[src/rtl/ahb3lite_pkg.sv]
// Shared AHB3-Lite encodings, request-master FSM states and byte-lane helpers.
// Lane helpers assume little-endian lane ordering on a 32-bit data bus.
package ahb3lite_pkg;

    localparam logic [1:0] HTRANS_IDLE   = 2'b00;
    localparam logic [1:0] HTRANS_NONSEQ = 2'b10;

    localparam logic [2:0] HSIZE_BYTE = 3'b000;
    localparam logic [2:0] HSIZE_HALF = 3'b001;
    localparam logic [2:0] HSIZE_WORD = 3'b010;

    localparam logic [2:0] HBURST_SINGLE = 3'b000;

    typedef enum logic [1:0] {
        ST_IDLE = 2'd0,
        ST_ADDR = 2'd1,
        ST_DATA = 2'd2,
        ST_RSP  = 2'd3
    } state_e;

    function automatic logic [31:0] lane_replicate(input logic [31:0] wdata,
                                                   input logic [2:0]  size);
        logic [31:0] res;
        case (size)
            HSIZE_BYTE: res = {4{wdata[7:0]}};
            HSIZE_HALF: res = {2{wdata[15:0]}};
            default:    res = wdata;
        endcase
        return res;
    endfunction

    function automatic logic [31:0] lane_extract(input logic [31:0] rdata,
                                                 input logic [1:0]  addr_lo,
                                                 input logic [2:0]  size);
        logic [31:0] res;
        case (size)
            HSIZE_BYTE: begin
                case (addr_lo)
                    2'd0:    res = {24'b0, rdata[7:0]};
                    2'd1:    res = {24'b0, rdata[15:8]};
                    2'd2:    res = {24'b0, rdata[23:16]};
                    default: res = {24'b0, rdata[31:24]};
                endcase
            end
            HSIZE_HALF: res = addr_lo[1] ? {16'b0, rdata[31:16]} : {16'b0, rdata[15:0]};
            default:    res = rdata;
        endcase
        return res;
    endfunction

    // Requests that never reach the bus: wider than a word or not naturally aligned.
    function automatic logic is_misaligned(input logic [1:0] addr_lo,
                                           input logic [2:0] size);
        return (size > HSIZE_WORD) ||
               ((size == HSIZE_HALF) && addr_lo[0]) ||
               ((size == HSIZE_WORD) && (addr_lo != 2'b00));
    endfunction

endpackage

[src/rtl/ahb3lite_req_master.sv]
// Single-outstanding request/response to AHB3-Lite master.
// Each accepted request becomes one SINGLE transfer; bad requests are answered locally with an error.
module ahb3lite_req_master
    import ahb3lite_pkg::*;
#(
    parameter logic [3:0] HPROT_VAL = 4'b0011
) (
    input  logic        CLK,
    input  logic        RESETn,

    input  logic        req_valid,
    output logic        req_ready,
    input  logic        req_write,
    input  logic [31:0] req_addr,
    input  logic [31:0] req_wdata,
    input  logic [2:0]  req_size,

    output logic        rsp_valid,
    input  logic        rsp_ready,
    output logic [31:0] rsp_rdata,
    output logic        rsp_err,

    output logic        HSEL,
    output logic [31:0] HADDR,
    output logic [31:0] HWDATA,
    output logic [1:0]  HTRANS,
    output logic [2:0]  HSIZE,
    output logic [2:0]  HBURST,
    output logic [3:0]  HPROT,
    output logic        HWRITE,
    output logic        HMASTLOCK,
    input  logic [31:0] HRDATA,
    input  logic        HRESP,
    input  logic        HREADY
);

    state_e      state_q;
    logic        ready_q;
    logic [1:0]  htrans_q;
    logic [31:0] haddr_q;
    logic [2:0]  hsize_q;
    logic        hwrite_q;
    logic [31:0] wdata_q;
    logic [31:0] hwdata_q;
    logic        rsp_valid_q;
    logic        rsp_err_q;
    logic [31:0] rsp_rdata_q;

    // ready_q is registered so it stays low until the first clock after reset release.
    always_ff @(posedge CLK or negedge RESETn) begin
        if (!RESETn) begin
            state_q     <= ST_IDLE;
            ready_q     <= 1'b0;
            htrans_q    <= HTRANS_IDLE;
            haddr_q     <= '0;
            hsize_q     <= '0;
            hwrite_q    <= 1'b0;
            wdata_q     <= '0;
            hwdata_q    <= '0;
            rsp_valid_q <= 1'b0;
            rsp_err_q   <= 1'b0;
            rsp_rdata_q <= '0;
        end else begin
            case (state_q)
                ST_IDLE: begin
                    if (req_valid && ready_q) begin
                        ready_q <= 1'b0;
                        if (is_misaligned(req_addr[1:0], req_size)) begin
                            state_q     <= ST_RSP;
                            rsp_valid_q <= 1'b1;
                            rsp_err_q   <= 1'b1;
                            rsp_rdata_q <= '0;
                        end else begin
                            state_q  <= ST_ADDR;
                            htrans_q <= HTRANS_NONSEQ;
                            haddr_q  <= req_addr;
                            hsize_q  <= req_size;
                            hwrite_q <= req_write;
                            wdata_q  <= req_wdata;
                        end
                    end else begin
                        ready_q <= 1'b1;
                    end
                end
                ST_ADDR: begin
                    if (HREADY) begin
                        state_q  <= ST_DATA;
                        htrans_q <= HTRANS_IDLE;
                        hwdata_q <= lane_replicate(wdata_q, hsize_q);
                    end
                end
                ST_DATA: begin
                    // HRESP with HREADY low is the first error cycle; wait for the second.
                    if (HREADY) begin
                        state_q     <= ST_RSP;
                        rsp_valid_q <= 1'b1;
                        rsp_err_q   <= HRESP;
                        rsp_rdata_q <= hwrite_q ? 32'b0 : lane_extract(HRDATA, haddr_q[1:0], hsize_q);
                    end
                end
                ST_RSP: begin
                    if (rsp_ready) begin
                        state_q     <= ST_IDLE;
                        rsp_valid_q <= 1'b0;
                        ready_q     <= 1'b1;
                    end
                end
                default: state_q <= ST_IDLE;
            endcase
        end
    end

    assign req_ready = ready_q;
    assign rsp_valid = rsp_valid_q;
    assign rsp_err   = rsp_err_q;
    assign rsp_rdata = rsp_rdata_q;

    assign HSEL      = 1'b1;
    assign HADDR     = haddr_q;
    assign HWDATA    = hwdata_q;
    assign HTRANS    = htrans_q;
    assign HSIZE     = hsize_q;
    assign HBURST    = HBURST_SINGLE;
    assign HPROT     = HPROT_VAL;
    assign HWRITE    = hwrite_q;
    assign HMASTLOCK = 1'b0;

endmodule

[config.mk]
export PLATFORM = sky130hd
export DESIGN_NAME = ahb3lite_req_master
export DESIGN_NICKNAME = d
export VERILOG_FILES = /design/src/rtl/ahb3lite_pkg.sv /design/src/rtl/ahb3lite_req_master.sv
export SDC_FILE = /design/constraint.sdc
export NUM_CORES = 1
export LEC_CHECK = 0
export BUFFER_PORTS_ARGS = -buffer_cell sky130_fd_sc_hd__buf_2
export CORE_AREA = 2 2 122 124
export DETAILED_ROUTE_END_ITERATION = 8
export DIE_AREA = 0 0 124 126
export PLACE_DENSITY = 0.69
export SLEW_MARGIN = 20
export SYNTH_ARGS = -nofsm -noshare
export SYNTH_HDL_FRONTEND = slang
export SYNTH_SLANG_ARGS = --single-unit
[constraint.sdc]
create_clock -name CLK -period 4.1 [get_ports CLK]
set_clock_uncertainty 0.2 [all_clocks]
set_input_delay 0.615 -clock CLK [delete_from_list [all_inputs] [get_ports CLK]]
set_output_delay 0.615 -clock CLK [all_outputs]
set_load 0.005 [all_outputs]
==> results by group <==
Placed design
  • Dpl cell area: 7400 µm²
  • Dpl hpwl: between 10000 and 15000 µm
  • Port Buffers: ~210
  • RD Place Congestion: 0.841

Status
  • Status: completed

Logic synthesis
  • Commonest register cell after synthesis: dfrtp_1
  • Yosys cell types: 40
  • Count leader, synth: dfrtp_1
  • Commonest cells post-synth: dfrtp_1 (138), mux2_2 (78), mux2i_1 (53), nand2_1 (49), o21ai_0 (31)
  • Post-Synth Simple-Gate Area: 6.68%
  • Synthesized area: 6220 µm²
  • YS warnings: 0
  • Post-synthesis sequential area ratio: a little under three fifths
  • Mux cell area share after synthesis: 23.9%
  • Cell taking the most area after synthesis: dfrtp_1
  • Syn Area/Cell: ~12 µm²
  • Ys async rst share: 100%
  • Synth Area in Adders: 0.805%
  • Cells after synthesis: 516
  • Post-Synth XOR/XNOR Area: 0%
  • Post-synth top area share: 55.5%
  • EDFF count, synth: 0
  • Flops & latches, synth: between 100 and 150
  • Top cells by area, synth: dfrtp_1 (56%), mux2_2 (14%), mux2i_1 (8.5%)
  • Largest family of logic cells by synthesized area: multiplexers
  • Synth Area in Compound Gates: 8.23%

Job
  • Max-Cap Viols: 0

Clocking
  • Root Buffer: clkbuf_16
  • CTS H-tree depth: 4
  • Hold buffer count at CTS: 0
  • Skew-Pair Late Insertion Delay: 420 ps
  • TritonCTS Sinks: 138
  • CTS tree: done
  • Post-CTS setup buffer count: 0
  • Clk slew on worst S/H paths: 60 ps
  • CTS Buf Count: 17
  • Clk buf depth: 2
  • Resized Gates After CTS: 0

Global routing
  • Initial antenna violation count: 1
  • GRT met2 Usage: 33.4%
  • Global-route wire length before repair: 25100 µm
  • Vias in the first global route: 4898
  • Global-route congestion overflow total: 0
  • GR peak layer: met2
  • Pin count of the biggest net entering global routing: 86
  • GRT Util Overall: 20.9%
  • Met3 usage: ~7.4%
  • GR met1 Demand/Resource: 25.8%

Die
  • Die Y-Extent: 126 µm
  • Die ar.: around 16000 µm²
  • IO Pins: 220
  • Initial core utilization: 43.5%
  • Placeable core area: 14300 µm²
  • Die width: 124 µm
  • Cell row count: between 40 and 50

Detailed routing
  • Total wire length: 15900 µm
  • Routed WL per cell: 17.3 µm
  • Drt drc: 0
  • Vias: 4824
  • DR pass1 iterations: 5
  • Final ANT Viol Nets: 0
  • Starting DRT DRC Count: 229
  • Vias per std cell: 5.25

Critical path
  • CP peak stage delay: 820 ps
  • Startpoint Class: flop
  • Crit end category: flop
  • Crit-path max FO: 33
  • Crit-path cells: inv_1 -> ha_1 -> nor2_1 -> or4_4 -> mux2_4
  • Max stage delay cell, worst path: or4_4
  • Setup CP Type: flop to flop
  • CP arrival: 2570 ps
  • Worst EP required: roughly 4200 ps

STA
  • Hold Vio Cnt, Final: 0
  • Final worst path period share: around three fifths
  • Final setup vio count: 0
  • Final Max Tran Viols: 0
  • RSZ-0062 raised after global routing: false
  • Setup_tns: 0 ps
  • Highest clock rate: 405 MHz
  • Slew @ Worst Pin: 1020 ps
  • Final Critical Period: 2470 ps
  • Max_slew headroom: 32.1%

Power and ir drop
  • Combinational share of power: between 30% and 40%
  • Maximum vdd drop: roughly 0.34 mV
  • Pint: around 3900 µW
  • Net Switching: 2060 µW
  • Clock network fraction of design power: 24.4%
  • Switch share: between 30% and 40%
  • Register share of total power: between 30% and 40%
  • Power density over cell area: 751 nW/µm²
  • Leak pwr: 0.00415 µW

Finish
  • Antenna diodes: 0
  • Area growth syn-to-layout: 28.1%
  • Share of post-route cells with drive strength above 1: 46.3%
  • FILL cells: 1250
  • Design area: around 8000 µm²
  • Nets: about 830

Worst hold path
  • Worst Hold Class: input port to async pin
## cells in the final DEF, fill, tap and decap left out, types with 3 or more instances in the layout
master      synthesis  layout
mux2_4              5       5
a22o_1              8       8
ha_1                4       4
nand2_1            49      48
inv_1              22      22
nor2_1             27      27
clkinv_2            0       3
a221oi_1            8       8
dfrtp_1           138     138
clkbuf_16           0      17
mux2_2             78      78
mux2i_1            53      53
clkinvlp_4          0       5
buf_2               5     208
o22ai_1             9       9
buf_4              10       8
inv_6               0       3
conb_1              2      10
nor2b_1             4       4
a21oi_1            14      14
o21ai_0            31      31
## worst paths after layout
path / from / to / depth (start not counted) / slack [ps]
min in group CLK: req_wdata[21] / wdata_q[21] / 2 / 230
max in group asynchronous: RESETn / wdata_q[2] / 2 / 2770
min reg2reg: HWDATA[20] / HWDATA[20] / 2 / 280
max: state_q[0] / rsp_rdata[13] / 5 / 1630
min: RESETn / HWDATA[22] / 1 / 70
max reg2reg: state_q[0] / rsp_rdata[13] / 5 / 1630
## final cells by class
class,count,area (µm²),share of cell area (%)
clock buffers,19,453,5.69
clock inverters,13,118,1.48
inverters,22,82.6,1.04
multi-input cells,326,2520,31.6
flip-flops and latches,138,3450,43.3
well taps,184,230,2.89
repair buffers,217,1110,14.0
## state kept, by name, summed over array words and instances (netlist names)
signal and cells:
HADDR 32, HWDATA 32, rsp_rdata 32, wdata_q 32
HSIZE 3, state_q 2, HTRANS 1, HWRITE 1
req_ready 1, rsp_err 1, rsp_valid 1
## metrics by stage
stage | std cells | hold WS, ps | power (µW) | utilization, % | setup WS (ps)
2_1_floorplan | 524 | 119 | 3720 | - | 1770
3_3_place_gp | 887 | 262 | 4460 | 51.7 | 1420
3_5_place_dp | 887 | 272 | 4550 | 51.7 | 1380
4_1_cts | 919 | 85.1 | 6040 | 55.7 | 1660
5_1_grt | 919 | 113 | 6390 | 55.7 | 1470
6_report | 919 | 68.1 | 5980 | 55.7 | 1630
## power groups by stage
stage	logic, µW	clock network, µW	registers, µW
4_1_cts	2200	1490	2350
3_5_place_dp	2190	0	2360
5_1_grt	2400	1560	2430
3_3_place_gp	2130	0	2330
6_report	2180	1460	2350
2_1_floorplan	1440	0	2280
## per-layer routing
layer  routed length (µm)  vias to the layer above
li1                     -                     2203
met1                 6440                     2339
met2                 7660                      240
met3                 1430                       40
met4                  394                        2
met5                   13                        -
## cells by family after synthesis
logic type / after synthesis
buf+inv: 60
other cells: 2
flops: 138
compound gates: 81
mux: 136
simple gates: 95
fa+ha+maj: 4
## critical path, delay by kind of cell, from the launching register on
kind,cells,cell delay [ps]
muxes,1,380
adders and majority gates,1,310
buffers and inverters,1,110
and+or+nand+nor,2,940
DFF,1,400
Power figures use the tool's default switching activity.
